File: config.mk
export PLATFORM = sky130hd
export DESIGN_NAME = sysid_regs_flat
export DESIGN_NICKNAME = d
export VERILOG_FILES = /design/src/rtl/sysid_regs_if.sv /design/src/rtl/sysid_regs.sv /design/src/flat_wrapper.sv
export SDC_FILE = /design/constraint.sdc
export NUM_CORES = 1
export LEC_CHECK = 0
export ABC_AREA = 1
export BUFFER_PORTS_ARGS = -buffer_cell sky130_fd_sc_hd__buf_2
export CORE_ASPECT_RATIO = 0.7
export CORE_MARGIN = 2
export CORE_UTILIZATION = 50
export DETAILED_ROUTE_END_ITERATION = 10
export GPL_TIMING_DRIVEN = 0
export HOLD_SLACK_MARGIN = 0.06
export PLACE_DENSITY = 0.79
export SYNTH_ARGS = -nofsm -noshare
export SYNTH_HDL_FRONTEND = slang
export SYNTH_SLANG_ARGS = --single-unit
File: constraint.sdc
create_clock -name i_clock -period 1.81 [get_ports i_clock]
set_clock_uncertainty 0.1 [all_clocks]
set_input_delay 0.181 -clock i_clock [delete_from_list [all_inputs] [get_ports i_clock]]
set_output_delay 0.181 -clock i_clock [all_outputs]
set_load 0.01 [all_outputs]
File: src/rtl/sysid_regs_if.sv
// Avalon-MM slave bus bundle for the system-identification register block.
// A read sampled high at a rising edge returns readdata with readdatavalid one cycle later; a write commits at that same edge; there is no waitrequest.
interface sysid_regs_if #(
    parameter int ADDR_W = 4
) ();
    logic [ADDR_W-1:0] address;
    logic              read;
    logic              write;
    logic [31:0]       writedata;
    logic [3:0]        byteenable;
    logic [31:0]       readdata;
    logic              readdatavalid;

    modport slave (
        input  address, read, write, writedata, byteenable,
        output readdata, readdatavalid
    );

    modport master (
        output address, read, write, writedata, byteenable,
        input  readdata, readdatavalid
    );
endinterface

File: src/rtl/sysid_regs.sv
// System-identification register file: ID, timestamp, capabilities, scratch,
// a prescaled 64-bit uptime counter with coherent LO/HI reads, and user words.
module sysid_regs #(
    parameter logic [31:0] ID           = 32'h0000_0000,
    parameter logic [31:0] TIMESTAMP    = 32'h0000_0000,
    parameter int          NUM_USER     = 4,
    parameter logic [((NUM_USER > 0) ? NUM_USER : 1)*32-1:0] USER_INIT = '0,
    parameter logic [31:0] SCRATCH_INIT = 32'h0000_0000,
    parameter int          PRESCALE     = 1,
    parameter int          ADDR_W       = 4
) (
    input  logic        i_clock,
    input  logic        i_reset,
    sysid_regs_if.slave bus,
    output logic        o_tick
);
    localparam logic [15:0] PRE_LAST = 16'(PRESCALE - 1);
    localparam logic [31:0] CAPS     = {16'(PRESCALE), 8'(ADDR_W), 8'(NUM_USER)};

    logic [63:0] r_counter;
    logic [15:0] r_prescale;
    logic [31:0] r_hi_shadow;
    logic        r_freeze;
    logic [31:0] r_scratch;
    logic [31:0] r_readdata;
    logic        r_rdvalid;

    logic [31:0] w_addr;
    logic        w_ctrl_wr;
    logic        w_clear;
    logic        w_wrap;
    logic        w_inc;
    logic [31:0] w_rdata;

    assign w_addr    = 32'(bus.address);
    assign w_ctrl_wr = bus.write && (w_addr == 32'd6);
    assign w_clear   = w_ctrl_wr && bus.writedata[0];
    assign w_wrap    = (r_prescale == PRE_LAST);
    assign w_inc     = !r_freeze && w_wrap;

    // Tick marks the cycle whose closing edge bumps the counter; a clear in
    // that same cycle pre-empts the increment, so the pulse is suppressed.
    assign o_tick = w_inc && !w_clear && !i_reset;

    always_comb begin
        w_rdata = '0;
        case (w_addr)
            32'd0:   w_rdata = ID;
            32'd1:   w_rdata = TIMESTAMP;
            32'd2:   w_rdata = CAPS;
            32'd3:   w_rdata = r_scratch;
            32'd4:   w_rdata = r_counter[31:0];
            32'd5:   w_rdata = r_hi_shadow;
            32'd6:   w_rdata = {30'd0, r_freeze, 1'b0};
            default: w_rdata = '0;
        endcase
        for (int k = 0; k < NUM_USER; k++) begin
            if (w_addr == 32'(8 + k)) begin
                w_rdata = USER_INIT[32*k +: 32];
            end
        end
    end

    always_ff @(posedge i_clock) begin
        if (i_reset) begin
            r_counter   <= '0;
            r_prescale  <= '0;
            r_hi_shadow <= '0;
            r_freeze    <= 1'b0;
            r_scratch   <= SCRATCH_INIT;
            r_readdata  <= '0;
            r_rdvalid   <= 1'b0;
        end else begin
            r_rdvalid <= bus.read;
            if (bus.read) begin
                r_readdata <= w_rdata;
            end

            if (w_clear) begin
                r_counter   <= '0;
                r_prescale  <= '0;
                r_hi_shadow <= '0;
            end else begin
                // HI half is latched from the same sample the LO read returns.
                if (bus.read && (w_addr == 32'd4)) begin
                    r_hi_shadow <= r_counter[63:32];
                end
                if (!r_freeze) begin
                    if (w_wrap) begin
                        r_prescale <= '0;
                        r_counter  <= r_counter + 64'd1;
                    end else begin
                        r_prescale <= r_prescale + 16'd1;
                    end
                end
            end

            if (w_ctrl_wr) begin
                r_freeze <= bus.writedata[1];
            end

            if (bus.write && (w_addr == 32'd3)) begin
                for (int i = 0; i < 4; i++) begin
                    if (bus.byteenable[i]) begin
                        r_scratch[8*i +: 8] <= bus.writedata[8*i +: 8];
                    end
                end
            end
        end
    end

    assign bus.readdata      = r_readdata;
    assign bus.readdatavalid = r_rdvalid;
endmodule

File: src/flat_wrapper.sv
// flat-port wrapper written by rule: the top's interface ports become plain ports
module sysid_regs_flat 
#(
    parameter logic [31:0] ID           = 32'h0000_0000,
    parameter logic [31:0] TIMESTAMP    = 32'h0000_0000,
    parameter int          NUM_USER     = 4,
    parameter logic [((NUM_USER > 0) ? NUM_USER : 1)*32-1:0] USER_INIT = '0,
    parameter logic [31:0] SCRATCH_INIT = 32'h0000_0000,
    parameter int          PRESCALE     = 1,
    parameter int          ADDR_W       = 4
)
  (i_clock, i_reset, o_tick, bus_address, bus_read, bus_write, bus_writedata, bus_byteenable, bus_readdata, bus_readdatavalid);
  sysid_regs_if #(.ADDR_W(ADDR_W)) bus_i ();
  input  logic i_clock;
  input  logic i_reset;
  output logic o_tick;
  input wire logic [$bits(bus_i.address)-1:0] bus_address;
  input wire logic [$bits(bus_i.read)-1:0] bus_read;
  input wire logic [$bits(bus_i.write)-1:0] bus_write;
  input wire logic [$bits(bus_i.writedata)-1:0] bus_writedata;
  input wire logic [$bits(bus_i.byteenable)-1:0] bus_byteenable;
  output wire logic [$bits(bus_i.readdata)-1:0] bus_readdata;
  output wire logic [$bits(bus_i.readdatavalid)-1:0] bus_readdatavalid;
  assign bus_i.address = bus_address;
  assign bus_i.read = bus_read;
  assign bus_i.write = bus_write;
  assign bus_i.writedata = bus_writedata;
  assign bus_i.byteenable = bus_byteenable;
  assign bus_readdata = bus_i.readdata;
  assign bus_readdatavalid = bus_i.readdatavalid;
  sysid_regs #(.ID(ID), .TIMESTAMP(TIMESTAMP), .NUM_USER(NUM_USER), .USER_INIT(USER_INIT), .SCRATCH_INIT(SCRATCH_INIT), .PRESCALE(PRESCALE), .ADDR_W(ADDR_W)) u_core (.i_clock(i_clock), .i_reset(i_reset), .bus(bus_i), .o_tick(o_tick));
endmodule
======== Yosys cells after proc, flatten, opt, wreduce, memory -nomap -nowiden ========
Index checks and enable logic that the tools add are counted.
storage, ports and cells
  flip-flop bits (word level) ............. 178
  input bits .............................. 44
  output and inout port bits .............. 34
  word-level logic and storage cells ...... 45
operators by class
  $add $sub $neg .......................... 2
  equality and inequality tests ........... 9
  muxes and demuxes ....................... 6
  bitwise gates (word level) .............. 1
  reductions and logical operators ........ 17
operators with widths
  cell                   count
  $pmux 32 s5            1
  $mux 32                4
  $add 64x1->64 const B  1
  $add 16x1->16 const B  1
  $eq 4x4->1 const B     4
  $logic_not 16->1       1
  $mux 16                1
  $eq 4x3->1 const B     3
  $reduce_and 2->1       5
  $eq 4x2->1 const B     2
  $logic_and 1x1->1      7
  $logic_not 1->1        3
  $reduce_or 2->1        1
  $not 1->1              1

======== Logic depth before layout (Yosys ltp) ========
Gate-level depths: netlist (run 1).
  depth in word-level cells ............... 6
  gate-level depth with buffers ........... 13
  mapped depth without buffers ............ 12

======== Least setup slack after synthesis (run 1) ========
Ideal clock, no wire load.
  path kind ............................... register to register
  from .................................... reg u_core.r_prescale[0]
  to ...................................... reg u_core.r_counter[31]
  setup time .............................. 113 ps
  arrival time ............................ 1477 ps
  data required time ...................... 1597 ps
  slack ................................... 120 ps
  stages on the path, launching flop included .. 13
  path buffers ............................ 1
  clock period less this slack ............ 1690 ps
  cells stage by stage .................... dfxtp_1 -> inv_1 -> ha_1 -> inv_1 -> nor2_1 -> nand2_1 -> nor2_1 -> nand3_1 -> buf_4 -> nor2_4 -> nand2_1 -> o21ai_1 -> nor2_1
on the way
  word-level cells in the longest chain between the ends .. 2
RTL lines
  item                               line              text
  from (decl)                        sysid_regs.sv:21  logic [15:0] r_prescale;
  from (signal assigned)             sysid_regs.sv:93  r_prescale <= r_prescale + 16'd1;
  $logic_not 16->1                   sysid_regs.sv:38  assign w_wrap = (r_prescale == PRE_LAST);
  $reduce_and 2->1 (no source line)  -
  to (signal assigned)               sysid_regs.sv:91  r_counter <= r_counter + 64'd1;
  to (decl)                          sysid_regs.sv:20  logic [63:0] r_counter;
No other way between the ends.
A chain may end at the register's enable or synchronous reset.

======== Worst setup path in the final report (run 1) ========
  from .................................... reg u_core.r_prescale[1]
  to ...................................... out o_tick
on the way
  word-level cells in the longest chain between the ends .. 4
RTL lines
  item                            line                text
  $logic_not 16->1                sysid_regs.sv:38
  $logic_and 1x1->1               sysid_regs.sv:39    assign w_inc = !r_freeze && w_wrap;
  $logic_and 1x1->1 (2 in a row)  sysid_regs.sv:43    assign o_tick = w_inc && !w_clear && !i_reset;
  to (decl)                       flat_wrapper.sv:16  output logic o_tick;
No other way between the ends.

==> reports/results.ini, run 1 <==
[clock_tree]
clock_sinks = 178
cts_tree = done
numCtsBuffers = 17
root_buffer = clkbuf_16
cts_buffer_depth = 2
clkLatencyLatePin_ns = 0.45
cts.clk_slew.worst_paths_ns = 0.08
cts-htree-levels = 4

[timing]
hold_viol = 0
min_period_ns = 1.95
period_share_pct = 108
slew_headroom_pct = 55.6
fmax_mhz = 513
finalWorstSetupSlack_ns = -0.141
slew_viol_final = 0
finalSetupViolations = 35
rsz0062_at_grt = true
tightest_slew_ns = 0.666

[route]
wl_um = 31600
route.detailed.drc = 0
first_pass_iters = 9
viasPerCell = 5.65
wl_per_cell_um = 17.7
detail-route-antenna-nets = 0
via_count = 10100
drt-initial-drc-count = 1314

[grt]
grt_overflow_total = 0
grt_first_pass_wirelength_um = 46400
grt_max_degree = 20
first_global_vias = 8743
antenna_found_initial = 0
gr-usage-all-layers_pct = 32.1

[logic_synthesis]
syn_avg_cell_area_um2 = 6.44
synthArstFlopShare_pct = 0
synth_edf_count = 0
yosysWarningCount = 0
ys_seq_elements = 178
synth_ff_type = dfxtp_1
synthDistinctLibCells = 33
netlist_instances = 1380
ys_seq_area_share_pct = 40.1
syn_area_mm2 = 0.00888
syn_nets = 1427

[cells_and_area]
stdcell_area_mm2 = 0.0114
fin_nets = 1588
syn_to_final_growth_pct = 28.0
n_fill_cell = 1449
final_layout_size_suffix_gt1_share_pct = 20.7
num_antenna_cells = 0

[critical_path]
crit_slowest_cell = dfxtp_2
worst_path_largest_cell_delay_ns = 0.34
crit_fanout = 2
path_cells = inv_2 -> ha_4 -> nand2_2 -> nor2_4 -> nand3_4 -> buf_12 -> nor2_4 -> buf_6
end_kind = output port
cp.arrival_ns = 1.67
required_ns = 1.53
path_class = register to output port
critPathTopFamily = simple AND/OR/NAND/NOR gates
critPathLaunchType = register
path_common_cell = nor2_4
path_buf_inv = 3

[placed_design]
dpl.hpwl_um = 21900
place_congestion = 1.04
place_ws_ns = -0.376
io_buffers = 76
place_area_mm2 = 0.00955

[floorplanning]
die_w_um = 163
placementRows = 40
initial_core_util_pct = 51.4
ioPinCount = 78
die_y_um = 116
core_region_area_mm2 = 0.0173
die_area_mm2 = 0.0189

[min_path]
hp-class = primary input to register

[run_status]
violations = negative setup slack
status = finished, violations left

[power]
leakagePower_nw = 4.39
power.density_mw_per_mm2 = 728
ir_drop_mv = 0.645

[flow_run]
max_cap_viol_count = 0

==> kinds of logic after synthesis <==
logic type	synth area share, %
fa+ha+maj	0.423
flops	40.1
simple gates	38.5
xor+xnor	0.592
compound gates	11.7
buf+inv	8.65
==> flip-flops by register name, indices dropped and copies added (netlist names) <==
register,flops
u_core.r_counter,64
u_core.r_hi_shadow,32
u_core.r_scratch,32
u_core.bus.readdata,32
u_core.r_freeze,1
u_core.r_prescale,16
u_core.bus.readdatavalid,1
==> synth_stat cells, types with 3 or more instances <==
cell      count  area [µm²]
nand2_1     447        1680
nor2_1      179         672
dfxtp_1     178        3560
inv_1       142         533
a21oi_1     125         626
nand3_1      82         410
o21ai_0      35         175
nand4_1      31         194
nor3_1       28         140
clkbuf_1     24        90.1
nor2_2       16         100
buf_2        14        70.1
o211ai_1     13        97.6
nor2_4       11         124
inv_2         9        33.8
o221ai_1      9        78.8
xor2_1        5        43.8
buf_4         4        30.0
buf_1         3        11.3
ha_1          3        37.5
nor3_2        3        30.0
nor3b_1       3        22.5
o21ai_1       3        15.0
==> worst register-to-register path: cells and delay by family, from the launching register on <==
kind / cells / cell delay (ns)
and+or+nand+nor: 8 / 0.89
adders and majority gates: 1 / 0.16
DFF: 1 / 0.34
buffers and inverters: 3 / 0.31
==> what timing repair did <==
item / in CTS / in global routing
buffers inserted: 19 / 15
endpoints found under the hold margin: 33 / 0
cloned: 1 / 0
setup endpoints to repair: 63 / 70
resized for setup: 64 / 130
pin swaps: 20 / 45
hold buffers: 33 / 0
==> routing by layer <==
| metal | share of wire, % | GRT usage (%) | up-vias |
|---|---|---|---|
| li1 | - | - | 4734 |
| met1 | 43 | 45.9 | 4641 |
| met2 | 43 | 47.8 | 609 |
| met3 | 11 | 6.84 | 104 |
| met4 | 3.4 | 11.5 | 0 |
| met5 | 0 | 0 | - |
==> layout make-up <==
cell class | instances | area, µm² | share of cell area [%]
clock buffers | 17 | 425 | 3.74
clock inverters | 15 | 170 | 1.50
inverters | 151 | 573 | 5.04
well taps | 231 | 289 | 2.54
plain buffers | 45 | 236 | 2.08
flip-flops and latches | 178 | 3610 | 31.7
multi-input cells | 1006 | 5030 | 44.3
repair buffers | 142 | 1040 | 9.11
==> final timing paths <==
check	from	end	slack [ns]	cells past startpoint
min	bus_byteenable[0]	u_core.r_scratch[3]	0.1	4
max	u_core.r_prescale[1]	o_tick	-0.14	8
min reg2reg	u_core.r_hi_shadow[19]	u_core.r_hi_shadow[19]	0.36	2
max reg2reg	u_core.r_prescale[1]	u_core.r_counter[35]	-0.10	12
==> through the flow <==
| stage | power [mW] | TNS [ns] | std cells | hold slack [ns] | utilization, % |
|---|---|---|---|---|---|
| 6_report | 8.28 | -1.34 | 1785 | 0.0990 | 65.9 |
| 5_1_grt | 8.48 | -5.09 | 1785 | 0.134 | 65.9 |
| 4_1_cts | 8.17 | -0.208 | 1772 | 0.104 | 62.8 |
| 3_5_place_dp | 4.43 | -10.05 | 1687 | 0.338 | 55.3 |
| 3_3_place_gp | 4.42 | -9.30 | 1687 | 0.333 | 55.3 |
| 2_1_floorplan | 4.27 | 0 | 1380 | 0.226 | - |
==> placed cells by master, fill, tap and decap left out, types with 14 or more instances in the layout <==
cell type      instances
nand3_1               65
dfxtp_2               29
nor2_2                20
buf_4                 22
a21oi_1              125
nand2_2               20
nor3_1                23
clkbuf_1              24
nor2_4                36
buf_2                 88
dfxtp_1              147
nand4_1               31
o21ai_0               26
inv_2                 14
dlygate4sd3_1         33
nor2_1               150
clkbuf_16             17
nand2_1              422
nand3_2               15
inv_1                135
==> report_power, final <==
group	leakage (nW)	internal (mW)	switching, mW
clock	0.287	1.86	1.90
combinational	2.65	0.213	0.342
sequential	1.45	3.94	0.0270
total	4.39	6.01	2.27
No activity file was read; power rests on OpenSTA's default activity.
==> run 2: changes to the inputs <==
- ABC_AREA: 1 -> not set
- CORE_UTILIZATION: 50 -> 40
- PLACE_DENSITY: 0.79 -> 0.68
==> run 2 against run 1 <==
  * Flip-flop and latch count stayed put
  * Synthesized cell count is 30% lower
  * Final cell count is 17% lower
  * Largest power group unchanged
  * Largest cell class unchanged
  * Critical endpoint is now u_core.r_counter[58]
  * Sequential share of layout area is 0.086 points lower
  * Clock power hardly changed
  * Routed wire length is 6.2% lower
  * Area after synthesis is 9.6% lower
  * Combinational power is 8.5% lower
  * Non-clock buffer count is 75 higher
  * Final area is 1.6% higher
  * First-iteration DRC count is 23% lower
  * The run still ends with negative setup slack left
  * Sequential power is 1% lower
==> reports/results.ini, run 2 <==
[run_status]
status = finished, violations left
violations = negative setup slack

[critical_path]
required_ns = 2.07  ; +0.54 ns
cp.arrival_ns = 2.68  ; +1.01 ns
critPathLaunchType = register
path_class = register to register
path_common_cell = buf_6
end_kind = register
crit_fanout = 5  ; +3
crit_slowest_cell = or4_1
critPathTopFamily = simple AND/OR/NAND/NOR gates
path_buf_inv = 5  ; +2
path_cells = nor4_4 -> buf_4 -> buf_6 -> and4_1 -> buf_6 -> buf_6 -> buf_4 -> nand3_4 -> or4_1 -> a21oi_1
worst_path_largest_cell_delay_ns = 0.43  ; +0.09 ns

[floorplanning]
die_w_um = 173  ; +6.2%
ioPinCount = 78  ; unchanged
initial_core_util_pct = 40.7  ; -11 points
die_area_mm2 = 0.0212  ; +13%
placementRows = 43  ; +7.5%
core_region_area_mm2 = 0.0197  ; +14%
die_y_um = 123  ; +6.1%

[power]
power.density_mw_per_mm2 = 707  ; -2.9%
ir_drop_mv = 0.698  ; +8.2%
p_total_mw = 8.17  ; -1.4%
leakagePower_nw = 4.06  ; -7.5%

[timing]
slew_headroom_pct = 16.6  ; -39 points
hold_viol = 0  ; unchanged
finalSetupViolations = 69  ; +97%
fmax_mhz = 412  ; -20%
rsz0062_at_grt = true
min_period_ns = 2.42  ; +0.474 ns
slew_viol_final = 0  ; unchanged
finalWorstSetupSlack_ns = -0.614  ; -0.474 ns
tightest_slew_ns = 1.23  ; +0.569 ns
period_share_pct = 134  ; +26 points

[route]
wl_per_cell_um = 20.1  ; +14%
drt-initial-drc-count = 1015  ; -23%
wl_um = 29600  ; -6.2%
first_pass_iters = 5  ; -4
viasPerCell = 5.99  ; +6.0%
via_count = 8827  ; -13%
detail-route-antenna-nets = 0  ; unchanged
route.detailed.drc = 0  ; unchanged

[cells_and_area]
final_common_cell = nand2_1
n_fill_cell = 1670  ; +15%
syn_to_final_growth_pct = 43.9
largest_register_ffs = 64  ; unchanged
fin_nets = 1237  ; -22%
final_cell_count_no_fill = 1474  ; -17%
largest_register = u_core.r_counter
stdcell_area_mm2 = 0.0116  ; +1.6%
final_cell_mix = nand2_1, dfxtp_1, a21oi_1, buf_2, nor2_1
final_layout_size_suffix_gt1_share_pct = 32.0  ; +11 points

[min_path]
hp-class = primary input to register

[placed_design]
dpl.hpwl_um = 18800  ; -14%
io_buffers = 72  ; -5.3%
place_area_mm2 = 0.00897  ; -6.1%
dp.cells = 1313  ; -22%
place_ws_ns = -1.03  ; -0.652 ns
place_congestion = 0.980  ; -6.1%

[logic_synthesis]
syn_area_mm2 = 0.00803  ; -9.6%
syn_avg_cell_area_um2 = 8.27  ; +28%
syn_nets = 1018  ; -29%
netlist.area_leader.share_pct = 44.4  ; +4.3 points
yosysWarningCount = 0  ; unchanged
synthDistinctLibCells = 54  ; +64%
synthArstFlopShare_pct = 0  ; unchanged
netlist_instances = 971  ; -30%
ys_seq_area_share_pct = 44.4  ; +4.3 points
yosysMostFrequentCell = dfxtp_1
synth_area_leaders = dfxtp_1, a21oi_1, nand2_1
synth.cells.most_frequent = dfxtp_1, nand2_1, a21oi_1
synth_edf_count = 0  ; unchanged
synth_ff_type = dfxtp_1
synth_top_cell_by_area = dfxtp_1
ys_seq_elements = 178  ; unchanged

[grt]
gr-usage-all-layers_pct = 25.6  ; -6.5 points
grt_overflow_total = 0  ; unchanged
first_global_vias = 7747  ; -11%
grt_max_degree = 17  ; -15%
antenna_found_initial = 1  ; +1
grt_first_pass_wirelength_um = 42500  ; -8.3%

[clock_tree]
clkLatencyLatePin_ns = 0.44  ; about the same
cts-htree-levels = 4  ; unchanged
cts.clk_slew.worst_paths_ns = 0.07  ; about the same
clock_sinks = 178  ; unchanged
cts_buffer_depth = 2  ; unchanged
cts_tree = done
numCtsBuffers = 17  ; unchanged
root_buffer = clkbuf_16

[flow_run]
max_cap_viol_count = 0  ; unchanged

## run 2: cell types whose count changed after synthesis, moves of 17 or more
| cell | before | now |
|---|---|---|
| xor2_1 | 5 | 25 |
| nor3_1 | 28 | 10 |
| or3_1 | 0 | 21 |
| clkbuf_1 | 24 | 46 |
| a22o_1 | 0 | 29 |
| a22oi_1 | 0 | 29 |
| nand3_1 | 82 | 65 |
| or4_1 | 0 | 27 |
| a2bb2oi_1 | 0 | 29 |
| o31ai_1 | 0 | 21 |
| nand2_1 | 447 | 141 |
| o21ai_0 | 35 | 15 |
| inv_1 | 142 | 11 |
| nor2_1 | 179 | 82 |
## run 2: what timing repair did
item	4_1_cts	5_1_grt
cloned	3	1
resized for setup	86	138
hold endpoints to repair	33	0
endpoints found under the setup margin	160	151
buffers inserted	52	39
hold buffers	36	0
pin swaps	38	50
## run 2: routing by layer
layer  part of all wire (%)  vias to the layer above  routed length, µm  GRT usage [%]
met3                    9.8                       81               2920           7.65
met4                    3.0                        0                876           7.84
met2                     42                      477              12500           37.1
met5                      0                        -                  0           3.01
met1                     45                     4278              13400           36.1
li1                       -                     3991                  -              -
## run 2: final timing paths
kind	startpoint	end	slack, ns	cells past startpoint
worst max-delay path	u_core.r_prescale[14]	u_core.r_counter[58]	-0.61	10
worst min-delay path	bus_write	u_core.r_freeze	0.07	4
worst max register to register	u_core.r_prescale[14]	u_core.r_counter[58]	-0.61	10
worst min register to register	u_core.r_hi_shadow[11]	u_core.r_hi_shadow[11]	0.36	2
## run 2: area by class of cell
class,count,area [µm²],area share [%]
Clock buffer,20,447,3.87
Antenna cell,1,2.50,0.0217
Inverter,12,45.0,0.390
Tap cell,270,338,2.92
Timing Repair Buffer,201,1570,13.6
Buffer,61,389,3.37
Clock inverter,12,131,1.14
Sequential cell,178,3660,31.6
Multi-Input combinational cell,719,4980,43.1
## run 2: where the power goes
part / switching (mW) / total (mW) / internal [mW]
sequential: 0.0189 / 3.93 / 3.91
clock: 1.65 / 3.73 / 2.08
combinational: 0.297 / 0.508 / 0.211
## run 2: cells by family (layout without fill, tap and decap cells)
| group | after synthesis | in the layout | synth area share (%) |
|---|---|---|---|
| other cells | 0 | 1 | 0 |
| mux | 3 | 3 | 0.389 |
| compound gates | 255 | 255 | 20.7 |
| simple gates | 424 | 425 | 26.7 |
| xor+xnor | 33 | 33 | 3.60 |
| flops | 178 | 178 | 44.4 |
| fa+ha+maj | 3 | 3 | 0.467 |
| buf+inv | 75 | 306 | 3.83 |
## run 2: worst register-to-register path, cell delays in order, from the launching register on
cell,delay [ns]
dfxtp_4,0.36
nor4_4,0.30
buf_4,0.19
buf_6,0.10
and4_1,0.20
buf_6,0.15
buf_6,0.12
buf_4,0.11
nand3_4,0.12
or4_1,0.43
a21oi_1,0.17
## run 2: metrics by stage
| stage | setup TNS, ns | util, % | hold slack (ns) |
|---|---|---|---|
| floorplan | -4.54 | - | 0.225 |
| detailed placement | -102.83 | 45.4 | 0.338 |
| global route | -32.36 | 58.5 | 0.138 |
| CTS | -25.29 | 54.4 | 0.0644 |
| finish | -27.14 | 58.5 | 0.0725 |
| global placement | -97.78 | 45.4 | 0.334 |
==> run 3: changes to the inputs <==
- CORE_UTILIZATION: 40 -> 29
- PLACE_DENSITY: 0.68 -> 0.55
==> run 3 against run 2 <==
  * The flow finishes with violations (max-capacitance violations, max-slew violations, negative setup slack)
  * Global-route usage down 5.6 points
  * Combinational power down 0.8%
  * Largest cell class unchanged
  * Sequential power about the same
  * Largest power group is now the clock network
  * Critical path depth down 3
  * Final cell count up 6.2%
  * Die area up 37%
==> reports/results.ini, run 3 (synthesized netlist as in run 2, its figures left out) <==
[run_status]
status = finished, violations left
violations = max-capacitance violations, max-slew violations, negative setup slack

[timing]
finalWorstSetupSlack_ns = -0.551  ; +0.0631 ns
hold_viol = 0  ; unchanged
hold-worst-slack_ns = 0.0921  ; +0.0195 ns
fmax_mhz = 423  ; +2.7%
tightest_slew_ns = 1.53  ; +0.293 ns
min_period_ns = 2.36  ; -0.0631 ns
finalSetupViolations = 77  ; +12%
rsz0062_at_grt = true
slew_viol_final = 8  ; +8
period_share_pct = 130  ; -3.5 points
slew_headroom_pct = -3.17  ; -20 points

[clock_tree]
root_buffer = clkbuf_16
clock_sinks = 178  ; unchanged
cts.clk_slew.worst_paths_ns = 0.07  ; about the same
clkLatencyLatePin_ns = 0.45  ; about the same
numCtsBuffers = 17  ; unchanged
cts_buffer_depth = 2  ; unchanged
cts_tree = done
cts-htree-levels = 4  ; unchanged

[critical_path]
path_class = register to register
rrSetupSlack_ns = -0.55  ; +0.06 ns
crit_slowest_cell = or4_1
cp.arrival_ns = 2.65  ; -0.03 ns
end_kind = register
crit_fanout = 7  ; +2
reg2reg_depth = 7  ; -3
r2r-start = u_core.r_counter[7]
required_ns = 2.10  ; +0.03 ns
worst_path_largest_cell_delay_ns = 0.51  ; +0.08 ns
r2r_end = u_core.r_counter[51]
path_cells = nand4_4 -> buf_6 -> nor4_4 -> nand4_1 -> buf_8 -> or4_1 -> a21oi_1
critPathLaunchType = register

[power]
p_seq_share_pct = 44.3  ; -3.8 points
leakagePower_nw = 4.11  ; +1.2%
ir_drop_mv = 0.601  ; -14%
power_switching_mw = 1.96  ; -0.54%
power.density_mw_per_mm2 = 749  ; +5.9%
p_clk_share_pct = 50.1  ; +4.4 points
p_int_mw = 6.90  ; +11%
swShare_pct = 22.1  ; -2.0 points
comb_power_share_pct = 5.7  ; -0.5 points

[route]
detail-route-antenna-nets = 0  ; unchanged
route.detailed.drc = 0  ; unchanged
wl_um = 30100  ; +1.5%
via_count = 8510  ; -3.6%
wl_per_cell_um = 19.2  ; -4.5%
drt-initial-drc-count = 813  ; -20%
first_pass_iters = 5  ; unchanged
viasPerCell = 5.43  ; -9.3%

[floorplanning]
die_y_um = 143  ; +17%
core_region_area_mm2 = 0.0270  ; +37%
initial_core_util_pct = 29.8  ; -11 points
die_w_um = 203  ; +17%
ioPinCount = 78  ; unchanged
die_area_mm2 = 0.0291  ; +37%
placementRows = 50  ; +16%

[flow_run]
max_cap_viol_count = 1  ; +1

[placed_design]
place_congestion = 0.918  ; -6.4%
dpl.hpwl_um = 20600  ; +9.6%
io_buffers = 72  ; unchanged

[cells_and_area]
final_layout_size_suffix_gt1_share_pct = 33.4  ; +1.4 points
largest_register = u_core.r_counter
fin_util_pct = 43.9  ; -15 points
final_cell_mix = nand2_1, dfxtp_1, a21oi_1, buf_2, nor2_1
final_common_cell = nand2_1
num_antenna_cells = 0  ; -1
fin_nets = 1236  ; -0.081%
syn_to_final_growth_pct = 47.3
largest_register_ffs = 64  ; unchanged

[min_path]
hp-class = primary input to register
min_from = bus_write
worstHoldPathCells = 4  ; unchanged
hold_path_end = u_core.r_freeze

[grt]
grt_overflow_total = 0  ; unchanged
grt_first_pass_wirelength_um = 43900  ; +3.3%
first_global_vias = 7518  ; -3.0%
gr-usage-all-layers_pct = 19.9  ; -5.6 points
grt_max_degree = 17  ; unchanged
antenna_found_initial = 0  ; -1

==> run 3: how the worst max path moves through the flow <==
stage,start,to,slack (ns),cells past startpoint
after detailed placement,bus_address[3],o_tick,-0.99,7
after global placement,bus_address[0],o_tick,-1.02,7
after floorplan,u_core.r_prescale[1],u_core.r_counter[53],-0.37,8
final,u_core.r_counter[7],u_core.r_counter[51],-0.55,7
after global routing,u_core.r_prescale[1],u_core.r_counter[53],-0.60,8
after CTS,u_core.r_freeze,u_core.r_counter[59],-0.48,7
==> run 3: power groups by stage <==
stage	clock, mW	combinational (mW)	sequential, mW
final	4.43	0.504	3.92
after global routing	4.64	0.538	3.92
after detailed placement	0	0.346	4.04
after floorplan	0	0.195	4.04
after CTS	4.49	0.450	3.93
after global placement	0	0.343	4.04
==> run 3: cell type report <==
cell class / count / area (µm²)
fill: 2619 / 15100
multi-input combinational: 719 / 5030
sequential: 178 / 3680
timing repair buffer: 200 / 1540
clock buffer: 25 / 547
tap: 364 / 455
buffer: 61 / 370
clock inverter: 7 / 163
inverter: 12 / 45.0
==> run 3: metrics by stage <==
stage / area, µm² / total power, mW / setup TNS [ns] / cells / setup slack [ns]
2_1_floorplan: 8280 / 4.23 / -4.54 / 971 / -0.374
3_3_place_gp: 9090 / 4.39 / -103.79 / 1407 / -1.02
3_5_place_dp: 9090 / 4.39 / -104.66 / 1407 / -0.986
4_1_cts: 11100 / 8.87 / -21.86 / 1532 / -0.482
5_1_grt: 11800 / 9.09 / -32.39 / 1566 / -0.604
6_report: 11800 / 8.86 / -27.65 / 1566 / -0.551
==> run 3: routing by layer <==
metal / wire length [µm] / share of wire, % / up-vias / track usage [%]
met4: 537 / 1.8 / 0 / 5.69
met3: 2720 / 9.0 / 41 / 4.86
li1: - / - / 3980 / -
met1: 14600 / 49 / 4134 / 30.4
met5: 0 / 0 / - / 0
met2: 12200 / 40 / 355 / 27.1
==> run 3: what timing repair did <==
action / in CTS / in global routing
hold buffers: 36 / 0
endpoints found under the setup margin: 154 / 127
resized for setup: 122 / 119
gates cloned: 3 / 2
buffers inserted: 55 / 35
endpoints found under the hold margin: 33 / 0
pin swaps: 60 / 46
==> run 3: critical path, delay by kind of cell, from the launching register on <==
family | cells | cell delay [ns]
AO/OA/AOI/OAI | 1 | 0.12
buffers and inverters | 2 | 0.39
AND/OR/NAND/NOR | 4 | 1.26
flip-flops | 1 | 0.40
